$ cat src/rtl/apb_master_mux_pkg.sv
// Shared types and sizing helpers for the APB requester and its address decoder.
package apb_master_mux_pkg;

    // Requester FSM states.
    typedef enum logic [1:0] {
        IDLE   = 2'd0,
        SETUP  = 2'd1,
        ACCESS = 2'd2,
        RESP   = 2'd3
    } apb_state_t;

    // Why a response carries rsp_err (CAUSE_NONE means a clean completion).
    typedef enum logic [1:0] {
        CAUSE_NONE    = 2'd0,
        CAUSE_SLVERR  = 2'd1,
        CAUSE_DECODE  = 2'd2,
        CAUSE_TIMEOUT = 2'd3
    } err_cause_t;

    // Width of the slave index field: max(1, clog2(n)).
    function automatic int idx_width(input int n);
        return ($clog2(n) < 1) ? 1 : $clog2(n);
    endfunction

    // Width of the ACCESS wait counter: max(1, clog2(t+1)).
    function automatic int cnt_width(input int t);
        return ($clog2(t + 1) < 1) ? 1 : $clog2(t + 1);
    endfunction

endpackage

$ cat src/rtl/apb_master_mux_if.sv
// Command, response and APB bus signals of the requester, bundled as one interface.
//
// Handshake rule for both cmd_* and rsp_* channels: a beat transfers on a
// rising pclk edge where valid & ready are both 1; the producer holds valid
// and its payload stable until that edge, and ready may be asserted
// independently of valid.
interface apb_master_mux_if #(
    parameter int ADDR_W     = 32,
    parameter int DATA_W     = 32,
    parameter int NUM_SLAVES = 4
);
    // Command channel
    logic                  cmd_valid;
    logic                  cmd_ready;
    logic                  cmd_write;
    logic [ADDR_W-1:0]     cmd_addr;
    logic [DATA_W-1:0]     cmd_wdata;
    logic [DATA_W/8-1:0]   cmd_strb;

    // Response channel
    logic                  rsp_valid;
    logic                  rsp_ready;
    logic [DATA_W-1:0]     rsp_rdata;
    logic                  rsp_err;
    logic                  rsp_timeout;

    // APB fabric
    logic [NUM_SLAVES-1:0] psel;
    logic                  penable;
    logic [ADDR_W-1:0]     paddr;
    logic                  pwrite;
    logic [DATA_W-1:0]     pwdata;
    logic [DATA_W/8-1:0]   pstrb;
    logic [DATA_W-1:0]     prdata;
    logic                  pready;
    logic                  pslverr;

    // Requester view.
    modport master (
        input  cmd_valid, cmd_write, cmd_addr, cmd_wdata, cmd_strb,
        input  rsp_ready,
        input  prdata, pready, pslverr,
        output cmd_ready,
        output rsp_valid, rsp_rdata, rsp_err, rsp_timeout,
        output psel, penable, paddr, pwrite, pwdata, pstrb
    );

    // Environment view: command source, response sink and slave fabric.
    modport slave (
        output cmd_valid, cmd_write, cmd_addr, cmd_wdata, cmd_strb,
        output rsp_ready,
        output prdata, pready, pslverr,
        input  cmd_ready,
        input  rsp_valid, rsp_rdata, rsp_err, rsp_timeout,
        input  psel, penable, paddr, pwrite, pwdata, pstrb
    );
endinterface

$ cat src/rtl/apb_master_mux_decode.sv
// Slave decoder: turns the slave-index field of the command address into a
// one-hot select vector and flags indices with no slave behind them.
module apb_addr_decode
    import apb_master_mux_pkg::*;
#(
    parameter int NUM_SLAVES = 4,
    parameter int IDX_W      = idx_width(NUM_SLAVES)
) (
    input  logic [IDX_W-1:0]      slv_field,
    output logic [NUM_SLAVES-1:0] sel,
    output logic                  miss
);

    // One select line per existing slave; a miss leaves all lines low.
    always_comb begin
        sel = '0;
        for (int i = 0; i < NUM_SLAVES; i++) begin
            sel[i] = (slv_field == IDX_W'(i));
        end
    end

    assign miss = (32'(slv_field) >= 32'(NUM_SLAVES));

endmodule

$ cat src/rtl/apb_master_mux.sv
// APB4 requester: accepts one command at a time, selects a slave from the
// upper address bits, runs SETUP/ACCESS with wait states and an optional
// pready timeout, and returns the result on the response channel.
// The interface instance must be built with the same ADDR_W/DATA_W/NUM_SLAVES.
// DATA_W must be 8, 16 or 32; NUM_SLAVES 1..16.
module apb_master_mux
    import apb_master_mux_pkg::*;
#(
    parameter int ADDR_W     = 32,
    parameter int DATA_W     = 32,
    parameter int NUM_SLAVES = 4,
    parameter int SLV_SHIFT  = 12,
    parameter int TIMEOUT    = 16
) (
    input  logic             pclk,
    input  logic             preset_n,
    apb_master_mux_if.master bus,
    output apb_state_t       state_dbg
);

    localparam int IDX_W  = idx_width(NUM_SLAVES);
    localparam int CNT_W  = cnt_width(TIMEOUT);
    localparam int STRB_W = DATA_W / 8;
    localparam logic [CNT_W-1:0] CNT_LAST = CNT_W'((TIMEOUT == 0) ? 0 : TIMEOUT - 1);

    apb_state_t            state_q, state_d;
    logic                  wr_q;
    logic [ADDR_W-1:0]     addr_q;
    logic [DATA_W-1:0]     wdata_q;
    logic [STRB_W-1:0]     strb_q;
    logic [NUM_SLAVES-1:0] sel_q;
    logic [CNT_W-1:0]      cnt_q;
    logic [DATA_W-1:0]     rdata_q;
    err_cause_t            cause_q;

    logic [NUM_SLAVES-1:0] dec_sel;
    logic                  dec_miss;
    logic                  timeout_hit;
    logic                  in_xfer;

    apb_addr_decode #(
        .NUM_SLAVES (NUM_SLAVES),
        .IDX_W      (IDX_W)
    ) u_decode (
        .slv_field (bus.cmd_addr[SLV_SHIFT +: IDX_W]),
        .sel       (dec_sel),
        .miss      (dec_miss)
    );

    // Abort on the ACCESS cycle that would be the TIMEOUT-th without pready.
    assign timeout_hit = (TIMEOUT != 0) && (state_q == ACCESS) &&
                         !bus.pready && (cnt_q == CNT_LAST);

    // State register; reset drops any transfer in flight without a response.
    always_ff @(posedge pclk or negedge preset_n) begin
        if (!preset_n) state_q <= IDLE;
        else           state_q <= state_d;
    end

    // Next-state logic; a decode miss skips the APB phases entirely.
    always_comb begin
        state_d = state_q;
        case (state_q)
            IDLE:    if (bus.cmd_valid) state_d = dec_miss ? RESP : SETUP;
            SETUP:   state_d = ACCESS;
            ACCESS:  if (bus.pready || timeout_hit) state_d = RESP;
            RESP:    if (bus.rsp_ready) state_d = IDLE;
            default: state_d = IDLE;
        endcase
    end

    // Command capture, wait counting and response capture.
    always_ff @(posedge pclk or negedge preset_n) begin
        if (!preset_n) begin
            wr_q    <= 1'b0;
            addr_q  <= '0;
            wdata_q <= '0;
            strb_q  <= '0;
            sel_q   <= '0;
            cnt_q   <= '0;
            rdata_q <= '0;
            cause_q <= CAUSE_NONE;
        end else begin
            case (state_q)
                IDLE: begin
                    if (bus.cmd_valid) begin
                        wr_q    <= bus.cmd_write;
                        addr_q  <= bus.cmd_addr;
                        // Reads carry no write data or strobes onto the bus.
                        wdata_q <= bus.cmd_write ? bus.cmd_wdata : '0;
                        strb_q  <= bus.cmd_write ? bus.cmd_strb  : '0;
                        sel_q   <= dec_miss ? '0 : dec_sel;
                        cnt_q   <= '0;
                        rdata_q <= '0;
                        cause_q <= dec_miss ? CAUSE_DECODE : CAUSE_NONE;
                    end
                end
                ACCESS: begin
                    if (bus.pready) begin
                        rdata_q <= (!wr_q && !bus.pslverr) ? bus.prdata : '0;
                        cause_q <= bus.pslverr ? CAUSE_SLVERR : CAUSE_NONE;
                    end else if (timeout_hit) begin
                        rdata_q <= '0;
                        cause_q <= CAUSE_TIMEOUT;
                    end else begin
                        cnt_q <= cnt_q + CNT_W'(1);
                    end
                end
                default: ;
            endcase
        end
    end

    assign in_xfer = (state_q == SETUP) || (state_q == ACCESS);

    // APB outputs are zero whenever no transfer is on the bus.
    assign bus.psel    = in_xfer ? sel_q   : '0;
    assign bus.penable = (state_q == ACCESS);
    assign bus.paddr   = in_xfer ? addr_q  : '0;
    assign bus.pwrite  = in_xfer && wr_q;
    assign bus.pwdata  = in_xfer ? wdata_q : '0;
    assign bus.pstrb   = in_xfer ? strb_q  : '0;

    assign bus.cmd_ready   = (state_q == IDLE);
    assign bus.rsp_valid   = (state_q == RESP);
    assign bus.rsp_rdata   = (state_q == RESP) ? rdata_q : '0;
    assign bus.rsp_err     = (state_q == RESP) && (cause_q != CAUSE_NONE);
    assign bus.rsp_timeout = (state_q == RESP) && (cause_q == CAUSE_TIMEOUT);

    assign state_dbg = state_q;

endmodule

$ cat src/flat_wrapper.sv
// flat-port wrapper written by rule: the top's interface ports become plain ports
module apb_master_mux_flat import apb_master_mux_pkg::*;
#(
    parameter int ADDR_W     = 32,
    parameter int DATA_W     = 32,
    parameter int NUM_SLAVES = 4,
    parameter int SLV_SHIFT  = 12,
    parameter int TIMEOUT    = 16
)
  (pclk, preset_n, state_dbg, bus_cmd_valid, bus_cmd_write, bus_cmd_addr, bus_cmd_wdata, bus_cmd_strb, bus_rsp_ready, bus_prdata, bus_pready, bus_pslverr, bus_cmd_ready, bus_rsp_valid, bus_rsp_rdata, bus_rsp_err, bus_rsp_timeout, bus_psel, bus_penable, bus_paddr, bus_pwrite, bus_pwdata, bus_pstrb);
  apb_master_mux_if #(.ADDR_W(ADDR_W), .DATA_W(DATA_W), .NUM_SLAVES(NUM_SLAVES)) bus_i ();
  input  logic pclk;
  input  logic preset_n;
  output apb_state_t state_dbg;
  input wire logic [$bits(bus_i.cmd_valid)-1:0] bus_cmd_valid;
  input wire logic [$bits(bus_i.cmd_write)-1:0] bus_cmd_write;
  input wire logic [$bits(bus_i.cmd_addr)-1:0] bus_cmd_addr;
  input wire logic [$bits(bus_i.cmd_wdata)-1:0] bus_cmd_wdata;
  input wire logic [$bits(bus_i.cmd_strb)-1:0] bus_cmd_strb;
  input wire logic [$bits(bus_i.rsp_ready)-1:0] bus_rsp_ready;
  input wire logic [$bits(bus_i.prdata)-1:0] bus_prdata;
  input wire logic [$bits(bus_i.pready)-1:0] bus_pready;
  input wire logic [$bits(bus_i.pslverr)-1:0] bus_pslverr;
  output wire logic [$bits(bus_i.cmd_ready)-1:0] bus_cmd_ready;
  output wire logic [$bits(bus_i.rsp_valid)-1:0] bus_rsp_valid;
  output wire logic [$bits(bus_i.rsp_rdata)-1:0] bus_rsp_rdata;
  output wire logic [$bits(bus_i.rsp_err)-1:0] bus_rsp_err;
  output wire logic [$bits(bus_i.rsp_timeout)-1:0] bus_rsp_timeout;
  output wire logic [$bits(bus_i.psel)-1:0] bus_psel;
  output wire logic [$bits(bus_i.penable)-1:0] bus_penable;
  output wire logic [$bits(bus_i.paddr)-1:0] bus_paddr;
  output wire logic [$bits(bus_i.pwrite)-1:0] bus_pwrite;
  output wire logic [$bits(bus_i.pwdata)-1:0] bus_pwdata;
  output wire logic [$bits(bus_i.pstrb)-1:0] bus_pstrb;
  assign bus_i.cmd_valid = bus_cmd_valid;
  assign bus_i.cmd_write = bus_cmd_write;
  assign bus_i.cmd_addr = bus_cmd_addr;
  assign bus_i.cmd_wdata = bus_cmd_wdata;
  assign bus_i.cmd_strb = bus_cmd_strb;
  assign bus_i.rsp_ready = bus_rsp_ready;
  assign bus_i.prdata = bus_prdata;
  assign bus_i.pready = bus_pready;
  assign bus_i.pslverr = bus_pslverr;
  assign bus_cmd_ready = bus_i.cmd_ready;
  assign bus_rsp_valid = bus_i.rsp_valid;
  assign bus_rsp_rdata = bus_i.rsp_rdata;
  assign bus_rsp_err = bus_i.rsp_err;
  assign bus_rsp_timeout = bus_i.rsp_timeout;
  assign bus_psel = bus_i.psel;
  assign bus_penable = bus_i.penable;
  assign bus_paddr = bus_i.paddr;
  assign bus_pwrite = bus_i.pwrite;
  assign bus_pwdata = bus_i.pwdata;
  assign bus_pstrb = bus_i.pstrb;
  apb_master_mux #(.ADDR_W(ADDR_W), .DATA_W(DATA_W), .NUM_SLAVES(NUM_SLAVES), .SLV_SHIFT(SLV_SHIFT), .TIMEOUT(TIMEOUT)) u_core (.pclk(pclk), .preset_n(preset_n), .bus(bus_i), .state_dbg(state_dbg));
endmodule
$ cat config.mk
export PLATFORM = sky130hd
export DESIGN_NAME = apb_master_mux_flat
export DESIGN_NICKNAME = d
export VERILOG_FILES = /design/src/rtl/apb_master_mux_pkg.sv /design/src/rtl/apb_master_mux_if.sv /design/src/rtl/apb_master_mux_decode.sv /design/src/rtl/apb_master_mux.sv /design/src/flat_wrapper.sv
export SDC_FILE = /design/constraint.sdc
export NUM_CORES = 1
export LEC_CHECK = 0
export ABC_AREA = 0
export BUFFER_PORTS_ARGS = -buffer_cell sky130_fd_sc_hd__buf_4
export CORE_ASPECT_RATIO = 1.4
export CORE_MARGIN = 1
export CORE_UTILIZATION = 49
export DETAILED_ROUTE_END_ITERATION = 12
export PLACE_DENSITY = 0.81
export SYNTH_ARGS = -nofsm -noshare
export SYNTH_HDL_FRONTEND = slang
export SYNTH_HIERARCHICAL = 1
export SYNTH_SLANG_ARGS = --single-unit
$ cat constraint.sdc
create_clock -name pclk -period 2.45 [get_ports pclk]
set_clock_uncertainty 0.1 [all_clocks]
set_input_delay 0.3675 -clock pclk [delete_from_list [all_inputs] [get_ports pclk]]
set_output_delay 0.3675 -clock pclk [all_outputs]
set_load 0.005 [all_outputs]
### Yosys cells after proc, flatten, opt, wreduce, memory -nomap -nowiden

Index checks and enable logic that the tools add are counted.

* $add $sub $neg: 1
* equal/unequal tests: 14
* multiplexer cells: 25
* reduce and logical (&&, ||, !) cells: 19

Operators with widths (number)
* 2-to-1 mux 32 bit: 8
* one-hot mux 32 bit (2 select lines): 1
* 2-to-1 mux 5 bit: 3
* 2-to-1 mux 2 bit: 6
* 2-to-1 mux 4 bit: 3
* equality test 2 bit, second input constant: 5
* one-hot mux 5 bit (2 select lines): 1
* != test 2 bit, second input constant: 4
* one-hot mux 2 bit (4 select lines): 1
* logical AND 1 bit: 6
* AND reduction 3 bit: 2
* adder 5 x 1 -> 5 bit, second input constant: 1
* equality test 5 x 4 -> 1 bit, second input constant: 1
* equality test 2 x 1 -> 1 bit, second input constant: 2
* zero test 2 bit: 2
* one-hot mux 2 bit (2 select lines): 1
* AND reduction 4 bit: 1
* nonzero test 2 bit: 2
* zero test 1 bit: 3
* != test 3 x 2 -> 1 bit, second input constant: 1
* logical OR 1 bit: 2
* != test 2 x 1 -> 1 bit, second input constant: 1
* AND reduction 2 bit: 1
* 2-to-1 mux 1 bit: 1

* bits in registers: 114
* output and inout port bits: 112
* logic and storage cells: 68

### Depth between registers and ports, before layout

Gate-level depths: netlist of the first run.

* depth after elaboration: 6
* depth in mapped cells: 8

### Modules after synthesis

The synthesis of the first run kept the hierarchy.

Modules (own cells, without submodules)
* apb_master_mux: instances 1, cells each 561, area an instance 5476.5 µm², seq. area each 2852.7 µm²
* apb_addr_decode: instances 1, cells each 6, area an instance 37.5 µm², seq. area each 0.0 µm²

### Worst setup path before layout of the first run

Ideal clock, no wire load.

* path kind: flip-flop to flip-flop
* start: register u_core.state_q[0], in the netlist u_core/state_dbg[0]
* end: register u_core.addr_q[12]
* library setup time: 0.125 ns
* arrival time: 1.635 ns
* path slack: 0.590 ns
* stages on the path, launching flop included: 8
* buffers on the path: 3
* cell sequence: dfrtp_1 inv_1 ha_1 buf_2 nand2_1 buf_2 buf_4 mux2_2

* longest elaborated chain between the ends: 2

Ends and longest elaborated chain
* start: declaration: RTL line apb_master_mux.sv:26 `apb_state_t state_q, state_d;`
* start signal: assignment: RTL line apb_master_mux.sv:57 `else state_q <= state_d;`
* zero test 2 bit
* via bus_cmd_ready: RTL line flat_wrapper.sv:24 `output wire logic [$bits(bus_i.cmd_ready)-1:0] bus_cmd_ready;`
* AND reduction 2 bit (no source line)
* end signal: assignment: RTL line apb_master_mux.sv:88 `addr_q <= bus.cmd_addr;`
* end: declaration: RTL line apb_master_mux.sv:28 `logic [ADDR_W-1:0] addr_q;`

The timed path passes the listed nets, and every way through them passes these cells.
A chain may end at the register's enable or synchronous reset.

### Worst setup path in the final report of the first run

* start: register u_core.state_q[0], in the netlist u_core/state_dbg[0]
* end: output port bus_pstrb[3]

* longest elaborated chain between the ends: 3

Ends and longest elaborated chain
* equality test 2 x 1 -> 1 bit or equality test 2 bit (tied branches): RTL line apb_master_mux.sv:114 `assign in_xfer = (state_q == SETUP) || (state_q == ACCESS);`
* logical OR 1 bit (*): RTL line apb_master_mux.sv:114
* 2-to-1 mux 4 bit (*): RTL line apb_master_mux.sv:122 `assign bus.pstrb = in_xfer ? strb_q : '0;`
* end: declaration: RTL line flat_wrapper.sv:34 `output wire logic [$bits(bus_i.pstrb)-1:0] bus_pstrb;`

Every way passes the cells marked *; elsewhere a longest branch is shown, timed or not.

==> metrics.yaml, run 1 <==
status: "finished clean"
clockBufferDepth: 2
async_flop_share_pct: 100
drtIter0Drc: 239
synth_area_leaders: "dfrtp_1, and2_1, nand2_1"
grt_pass1_vias: 4539
die_h_um: 128
dieArea_um2: 11700
synth_warnings: 6
post_dp_cell_area_um2: 7240
ys_types: 34
cp-end-kind: "output pin"
vdd_drop_max_mv: 0.692
grt_usage_pct: 23.7
path_max_fanout: 74
synth_seq_cells: 114
startpoint_type: "flip-flop"
synthToLayoutAreaGrowth_pct: 43.6
core_um2: 10900
syn_avg_cell_area_um2: 9.72
critPathArrivalTime_ns: 1.75
fp-row-count: 45
setup_viol: 0
nets: 879
slew_violations: 0
initial_core_util_pct: 50.5
p_leak_nw: 3.88
synth_top_family_by_area: "simple AND/OR/NAND/NOR gates"
setup_slack_ns: 0.232
worstPathRequired_ns: 1.98
gr-total-overflow: 0
cts_setup_buffers: 0
grt_max_degree: 75
synth_xor_area_share_pct: 0
clock-sinks: 114
antenna_found_initial: 0
yosys.area_share.simple_pct: 22.1
synth-compound-area-share_pct: 13.0
synth.mux.area_fraction_pct: 7.53
drive_above_1_share_pct: 38.3
fin_crit_sh_pct: 90.5
ant_nets: 0
synth_area_um2: 5510
firstDrtPassIters: 4
place.gp.congestion: 0.785
ff2ff_setup_slack_ns: 0.32
clk_pin_slew_worst_paths_ns: 0.05
clockRootBuffer: "clkbuf_16"
yosysMostFrequentCell: "dfrtp_1"
h-tree-depth: 4
fin_area_um2: 7920
via_per_inst: 5.03
cts_buffers: 17
layout_min_cycle_time_ns: 2.22
cap_violations: 0
final_util_pct: 72.5
crit_type: "flip-flop to output pin"
worst_pin_slew_ns: 0.673
post-place-ws_ns: 0.337
place_hpwl_um: 9380
power_density_nw_per_um2: 1220
synth.largest_area_cell: "dfrtp_1"
grt_pass1_wl_um: 21600
cts_tree: "yes"
syn_inst: 567
hold_viol_final: 0
fillers: 836
fp.dieW_um: 91.7
synthAdderAreaFrac_pct: 1.13
vias: 4632
antennaDiodeCount: 0
hold_class: "input pin to flip-flop"
insertion_delay_ns: 0.40
fmax_mhz: 451
synthTopCellsByCount: "dfrtp_1, nand2_1, and2_1"
ys.flop_type: "dfrtp_1"
wl_um: 13400
totalPowerFinal_mw: 9.64
slew_headroom_pct: 55.1
synth-edff-count: 0
avgRoutedWirePerCell_um: 14.6
synth_fp_nets: 679
port_buffers: 218
ios: 219
finalSetupTns_ns: 0
rsz0062_at_grt: "false"
netlist.area_leader.share_pct: 51.7
drc_errors: 0
yosysSeqAreaShare_pct: 51.7
## layout make-up
type                       instances  area [um2]  share of cell area (%)
sequential                       114        2850                    36.0
multi-input combinational        399        2430                    30.7
timing repair buffer             229        1770                    22.4
clock buffer                      22         484                    6.12
clock inverter                    10         178                    2.24
tap                              141         176                    2.23
inverter                           6        22.5                   0.284
## sequential cells by signal (all words and copies together) (netlist names)
name              flops
u_core/addr_q        32
u_core/cause_q        2
u_core/cnt_q          5
u_core/rdata_q       32
u_core/sel_q          4
u_core/state_dbg      2
u_core/strb_q         4
u_core/wdata_q       32
u_core/wr_q           1
## routing by layer
layer	wire, um	track usage [%]	vias up
met5	0	0	-
met3	961	6.61	13
met2	6920	40.4	166
met4	172	9.34	0
li1	-	-	2280
met1	5360	28.2	2173
## per-stage QoR
step / cells / hold slack (ns)
2_1_floorplan: 567 / -0.0281
3_3_place_gp: 888 / 0.248
3_5_place_dp: 888 / 0.263
4_1_cts: 921 / 0.0767
5_1_grt: 921 / 0.0865
6_report: 921 / 0.0946
## final timing paths
path | start | cells after the start | end
worst max-delay path | u_core/state_dbg[0] | 5 | bus_pstrb[3]
worst min-delay path | bus_cmd_addr[31] | 2 | u_core/addr_q[31]
worst max register to register | u_core/state_dbg[0] | 6 | u_core/rdata_q[2]
worst min register to register | u_core/sel_q[2] | 2 | u_core/sel_q[2]
max in group asynchronous | preset_n | 3 | u_core/sel_q[1]
min in group asynchronous | preset_n | 2 | u_core/wdata_q[22]
## worst max-delay path: stages (launching register included)
cell and delay [ns]:
dfrtp_1 0.38, inv_1 0.09, ha_1 0.32, buf_12 0.25, and2_1 0.18, buf_4 0.11
## timing repair
item                       CTS  global route
hold buffers                 1             0
resized for setup            1             0
hold endpoints to repair    33             0
setup endpoints to repair    2             0
## kinds of logic (layout without fill, tap and decap cells)
group / Yosys count / after routing
muxes: 37 / 37
AOI/OAI and AO/OA: 120 / 120
buffers and inverters: 54 / 267
adders and majority gates: 5 / 5
other: 1 / 1
DFF: 114 / 114
and+or+nand+nor: 236 / 236
## cell usage in the layout, fill, tap and decap left out, types with 2 or more instances in the layout
| cell | instances |
|---|---|
| mux2i_1 | 3 |
| buf_4 | 224 |
| nand2_1 | 109 |
| o31ai_1 | 33 |
| mux2_2 | 33 |
| nor2_1 | 2 |
| inv_1 | 6 |
| ha_1 | 4 |
| and3_1 | 2 |
| nand3b_1 | 2 |
| o21a_1 | 2 |
| buf_12 | 4 |
| bufinv_16 | 5 |
| and2_1 | 105 |
| o21ai_0 | 68 |
| nand2b_1 | 6 |
| nand3_1 | 3 |
| dfrtp_1 | 114 |
| clkbuf_16 | 17 |
| clkinv_2 | 4 |
| o21ai_1 | 10 |
| clkbuf_8 | 4 |
## where the power goes
group          leakage [nW]  switching [mW]  internal [mW]
logic                  2.08            1.91           2.08
clock network         0.326           0.811           1.90
registers              1.47           0.352           2.59
Note: power is estimated with default switching activity, not from simulation.
==> run 2: changes to the inputs <==
==> constraint.sdc (replaced) <==
create_clock -name pclk -period 2.45 [get_ports pclk]
set_clock_uncertainty 0.1 [all_clocks]
set_input_delay 0.3675 -clock pclk [delete_from_list [all_inputs] [get_ports pclk]]
set_output_delay 0.3675 -clock pclk [all_outputs]
set_load 0.1 [all_outputs]
==> run 2 against run 1 <==
Maximum frequency down 5.9%. Critical endpoint is now bus_pwdata[2]. Design area up 3.3%. Cell count up 0.11%.
==> metrics.yaml, run 2 (synthesized netlist as in run 1, its figures left out) <==
firstDrtPassIters: 4  # unchanged
cp-end-kind: "output pin"
fin_crit_sh_pct: 96.2  # +5.7 points
setup_viol: 0  # unchanged
critPathMaxStageDelay_ns: 0.49  # +0.11 ns
startpoint_type: "flip-flop"
avgRoutedWirePerCell_um: 15.1  # +3.8%
ant_nets: 0  # unchanged
cts_buffers: 17  # unchanged
ios: 219  # unchanged
grt_usage_pct: 24.3  # +0.63 points
cts_setup_buffers: 0  # unchanged
layout_min_cycle_time_ns: 2.36  # +0.139 ns
clk_pin_slew_worst_paths_ns: 0.05  # about the same
hold_ws_ns: 0.0970  # +0.00246 ns
gr-total-overflow: 0  # unchanged
initial_core_util_pct: 50.5  # unchanged
worstPathRequired_ns: 1.98  # about the same
nets: 880  # +0.11%
port_buffers: 218  # unchanged
path_max_fanout: 48  # -35%
mostFrequentLayoutCells: "buf_4, dfrtp_1, nand2_1, and2_2, o21ai_0"
critPathArrivalTime_ns: 1.89  # +0.14 ns
antenna_found_initial: 0  # unchanged
antennaDiodeCount: 0  # unchanged
slew_violations: 0  # unchanged
status: "finished clean"
hold_viol_final: 0  # unchanged
die_h_um: 128  # unchanged
cts_tree: "yes"
hold_class: "input pin to flip-flop"
place.gp.congestion: 0.811  # +3.2%
clockBufferDepth: 2  # unchanged
grt_pass1_vias: 4712  # +3.8%
crit_type: "flip-flop to output pin"
crit_chain: "inv_1, ha_4, buf_12, and2_2, buf_4"
grt_max_degree: 68  # -9.3%
core_um2: 10900  # unchanged
mostFrequentLayoutCell: "buf_4"
insertion_delay_ns: 0.39  # about the same
fp.dieW_um: 91.7  # unchanged
dieArea_um2: 11700  # unchanged
cpMaxStageDelayCell: "dfrtp_4"
finalSetupTns_ns: 0  # unchanged
drive_above_1_share_pct: 52.5  # +14 points
clockRootBuffer: "clkbuf_16"
grt_pass1_wl_um: 22400  # +3.8%
reg_top3: "u_core/addr_q x32, u_core/rdata_q x32, u_core/wdata_q x32"
clock-sinks: 114  # unchanged
rsz0062_at_grt: "false"
h-tree-depth: 4  # unchanged
cap_violations: 0  # unchanged
place_hpwl_um: 9740  # +3.9%
vias: 4727  # +2.1%
synthToLayoutAreaGrowth_pct: 48.3
via_per_inst: 5.13  # +1.9%
drtIter0Drc: 312  # +31%
drc_errors: 0  # unchanged
fp-row-count: 45  # unchanged
wl_um: 13900  # +3.9%
fmax_mhz: 424  # -5.9%
final_util_pct: 74.9  # +2.4 points
## run 2: cell count changes in the layout (fill, tap and decap cells not counted), moves of 2 or more
cell     before  now
ha_4          0    2
and2_1      105    0
buf_6         0   16
dfrtp_1     114  112
ha_1          4    2
buf_4       224  208
and2_2        1  106
## run 2: area by class of cell
type                            instances  area [um2]
Clock buffer                           22         474
Clock inverter                         10         203
Fill cell                             762        2750
Inverter                                6        22.5
Multi-Input combinational cell        399        2590
Sequential cell                       114        2860
Tap cell                              141         176
Timing Repair Buffer                  230        1850
## run 2: stage by stage
stage	setup slack [ns]	cell area (um2)	instances
2_1_floorplan	-0.106	5680	567
3_3_place_gp	0.460	7430	889
3_5_place_dp	0.312	7430	889
4_1_cts	0.00211	8120	922
5_1_grt	0.000108	8180	922
6_report	0.0924	8180	922
## run 2: path summary, 6_finish.rpt
| path | start | endpoint | slack [ns] | cells after the start |
|---|---|---|---|---|
| max | u_core/state_dbg[0] | bus_pwdata[2] | 0.09 | 5 |
| min | bus_cmd_addr[29] | u_core/addr_q[29] | 0.1 | 2 |
| max reg2reg | u_core/cnt_q[0] | u_core/rdata_q[5] | 0.29 | 7 |
| min reg2reg | u_core/wdata_q[9] | u_core/wdata_q[9] | 0.37 | 2 |
| max in group asynchronous | preset_n | u_core/wdata_q[3] | 1.29 | 3 |
| min in group asynchronous | preset_n | u_core/rdata_q[2] | 0.31 | 2 |
## run 2: timing repair
action                                  CTS  global route
gates resized for setup                   1            15
hold endpoints to repair                 22             0
hold buffers                              1             0
endpoints found under the setup margin    1            27
## run 2: layer usage
layer / global-route usage (%) / routed length (um) / vias to the layer above
met5: 0 / 0 / -
met4: 9.15 / 214 / 0
met3: 7.14 / 940 / 18
met2: 41.8 / 7200 / 191
met1: 28.6 / 5570 / 2228
li1: - / - / 2290
## run 2: critical path: cells and delay by family (launching register included)
| kind | cells | cell delay (ns) |
|---|---|---|
| buffers and inverters | 3 | 0.56 |
| DFF | 1 | 0.49 |
| and+or+nand+nor | 1 | 0.19 |
| adders and majority gates | 1 | 0.24 |
Power of run 2 is not shown: default switching activity piles up to over one toggle a cycle in this logic, so the estimate is an artifact.
==> run 3: changes to the inputs <==
--- a/config.mk
+++ b/config.mk
@@ -5,11 +5,11 @@
 export SDC_FILE = /design/constraint.sdc
 export NUM_CORES = 1
 export LEC_CHECK = 0
-export ABC_AREA = 0
+export ABC_AREA = 1
 export BUFFER_PORTS_ARGS = -buffer_cell sky130_fd_sc_hd__buf_4
 export CORE_ASPECT_RATIO = 1.4
 export CORE_MARGIN = 1
-export CORE_UTILIZATION = 49
+export CORE_UTILIZATION = 50
 export DETAILED_ROUTE_END_ITERATION = 12
 export PLACE_DENSITY = 0.81
 export SYNTH_ARGS = -nofsm -noshare
==> run 3 against run 2 <==
Synthesized cell count increased by 46%. Highest routed layer unchanged. Worst setup slack got worse by 0.011 ns. Critical path type unchanged. Area after synthesis increased by 5.0%.
==> metrics.yaml, run 3 <==
synth_area_um2: 5790  # +5.0%
critPathBufInv: 4  # +1
setup_viol: 0  # unchanged
place_hpwl_um: 10300  # +5.7%
drive_above_1_share_pct: 35.8  # -17 points
grt_usage_pct: 26.8  # +2.5 points
drc_errors: 0  # unchanged
antenna_found_initial: 0  # unchanged
setup_slack_ns: 0.0819  # -0.0105 ns
initial_core_util_pct: 51.3  # +0.86 points
clockBufferDepth: 2  # unchanged
layout_min_cycle_time_ns: 2.37  # +0.0105 ns
drtIter0Drc: 310  # -0.64%
firstDrtPassIters: 5  # +1
ios: 219  # unchanged
fmax_mhz: 422  # -0.44%
cpMaxStageDelayCell: "dfrtp_4"
startpoint_type: "flip-flop"
ys.flop_type: "dfrtp_1"
status: "finished clean"
crit_chain: "inv_1, ha_4, clkbuf_16, nand2_1, clkinvlp_4, buf_6"
mostFrequentLayoutCells: "nand2_1, buf_4, dfrtp_1, clkinvlp_4, buf_6"
cp-end-kind: "output pin"
synth-compound-area-share_pct: 4.49  # -8.5 points
holdPathStages: 3  # +1
synthTopCellsByCount: "nand2_1, inv_1, dfrtp_1"
clockRootBuffer: "clkbuf_16"
slew_violations: 0  # unchanged
holdPathEnd: "u_core/addr_q[1]"
ant_nets: 0  # unchanged
dieArea_um2: 12000  # +2.9%
syn_avg_cell_area_um2: 7.00  # -28%
fillers: 815  # +7.0%
r2r_start: "u_core/cnt_q[0]"
insertion_delay_ns: 0.40  # about the same
place.gp.congestion: 0.806  # -0.56%
post-place-ws_ns: 0.362  # +0.0495 ns
antennaDiodeCount: 0  # unchanged
synth_fp_nets: 939  # +38%
wl_met1_um: 6020  # +8.1%
netlist.area_leader.share_pct: 49.3  # -2.5 points
synth.largest_area_cell: "dfrtp_1"
syn_inst: 827  # +46%
h-tree-depth: 4  # unchanged
synthAdderAreaFrac_pct: 1.08  # -0.054 points
critPathMaxStageDelay_ns: 0.50  # about the same
crit_type: "flip-flop to output pin"
min_from: "bus_cmd_addr[1]"
cp_top_family: "buffers and inverters"
highest_layer: "met4"
hold_viol_final: 0  # unchanged
fp-row-count: 46  # +2.2%
synth_xor_area_share_pct: 0  # unchanged
finalSetupTns_ns: 0  # unchanged
cap_violations: 0  # unchanged
hold_class: "input pin to flip-flop"
worst_pin_slew_ns: 1.12
r2r_end: "u_core/rdata_q[10]"
synth-edff-count: 0  # unchanged
grt_pass1_vias: 5243  # +11%
synth_warnings: 6  # unchanged
reg2regPathDepth: 9  # +2
synth_seq_cells: 114  # unchanged
clk_pin_slew_worst_paths_ns: 0.05  # about the same
port_buffers: 218  # unchanged
cts_tree: "yes"
cts_setup_buffers: 0  # unchanged
yosys.area_share.simple_pct: 32.7  # +11 points
grt_pass1_wl_um: 24900  # +11%
slew_headroom_pct: 25.2
synthToLayoutAreaGrowth_pct: 52.5
core_um2: 11300  # +3.3%
path_max_fanout: 24  # -50%
grt_max_degree: 114  # +68%
nets: 1138  # +29%
ff2ff_setup_slack_ns: 0.40  # +0.11 ns
avgRoutedWirePerCell_um: 13.1  # -13%
met3WireLength_um: 1450  # +54%
critPathArrivalTime_ns: 1.90  # about the same
synth_top_family_by_area: "simple AND/OR/NAND/NOR gates"
clock-sinks: 114  # unchanged
yosysSeqAreaShare_pct: 49.3  # -2.5 points
hold_ws_ns: 0.0549  # -0.0421 ns
yosysMostFrequentCell: "nand2_1"
synth_area_leaders: "dfrtp_1, nand2_1, inv_1"
synth.mux.area_fraction_pct: 0  # -7.5 points
die_h_um: 129  # +1.4%
via_per_inst: 4.79  # -6.5%
vias: 5658  # +20%
gr-total-overflow: 0  # unchanged
reg_top3: "u_core/addr_q x32, u_core/rdata_q x32, u_core/wdata_q x32"
ys_types: 24  # -29%
fin_crit_sh_pct: 96.7  # +0.43 points
wl_um: 15500  # +11%
async_flop_share_pct: 100  # unchanged
met2_length_um: 7750  # +7.6%
mostFrequentLayoutCell: "nand2_1"
cts_buffers: 17  # unchanged
fp.dieW_um: 93.0  # +1.4%
worstPathRequired_ns: 1.98  # about the same
[run 3: timing repair]
item | 4_1_cts | 5_1_grt
gates cloned | 0 | 1
hold endpoints to repair | 32 | 0
hold buffers | 1 | 0
resized for setup | 71 | 3
setup endpoints to repair | 70 | 57
pin swaps | 0 | 0
[run 3: cell families after synthesis]
family,count (synthesis)
AND/OR/NAND/NOR,484
buffers and inverters,171
flip-flops,114
AO/OA/AOI/OAI,52
adder cells (fa/ha/maj),5
other,1
[run 3: worst min-delay path, cell delays in order]
cell,delay [ns]
buf_4,0.08
nand2_1,0.04
nand2_1,0.04
[run 3: layer usage]
| metal | up-vias | GRT usage [%] |
|---|---|---|
| li1 | 2827 | - |
| met1 | 2593 | 32.4 |
| met2 | 220 | 43.8 |
| met3 | 18 | 10.6 |
| met4 | 0 | 8.78 |
| met5 | - | 0 |
[run 3: layout make-up]
type / instances / area [um2] / share of cell area [%]
clock buffer: 25 / 536 / 6.06
clock inverter: 4 / 70.1 / 0.793
inverter: 121 / 832 / 9.42
multi-input combinational: 542 / 2280 / 25.8
sequential: 114 / 2860 / 32.4
tap: 144 / 180 / 2.04
timing repair buffer: 230 / 2080 / 23.5
[run 3: through the flow]
stage	instance area (um2)	utilization [%]	std cells
finish	8830	78.3	1180
floorplan	6210	-	827
CTS	8790	77.9	1179
detailed placement	7910	70.1	1149
global route	8830	78.3	1180
global placement	7910	70.1	1149
[run 3: worst max path at each step]
stage,start,cells after the start,end,slack [ns]
after floorplan,u_core/state_dbg[1],4,bus_rsp_timeout,-0.09
after global placement,u_core/state_dbg[0],6,bus_psel[0],0.38
after detailed placement,u_core/state_dbg[0],6,bus_paddr[9],0.36
after CTS,u_core/state_dbg[0],6,bus_psel[0],-0.007
after global routing,u_core/state_dbg[0],6,bus_paddr[14],-0.0005
final,u_core/state_dbg[0],6,bus_pwdata[14],0.08
Power of run 3 is left out for the same reason.
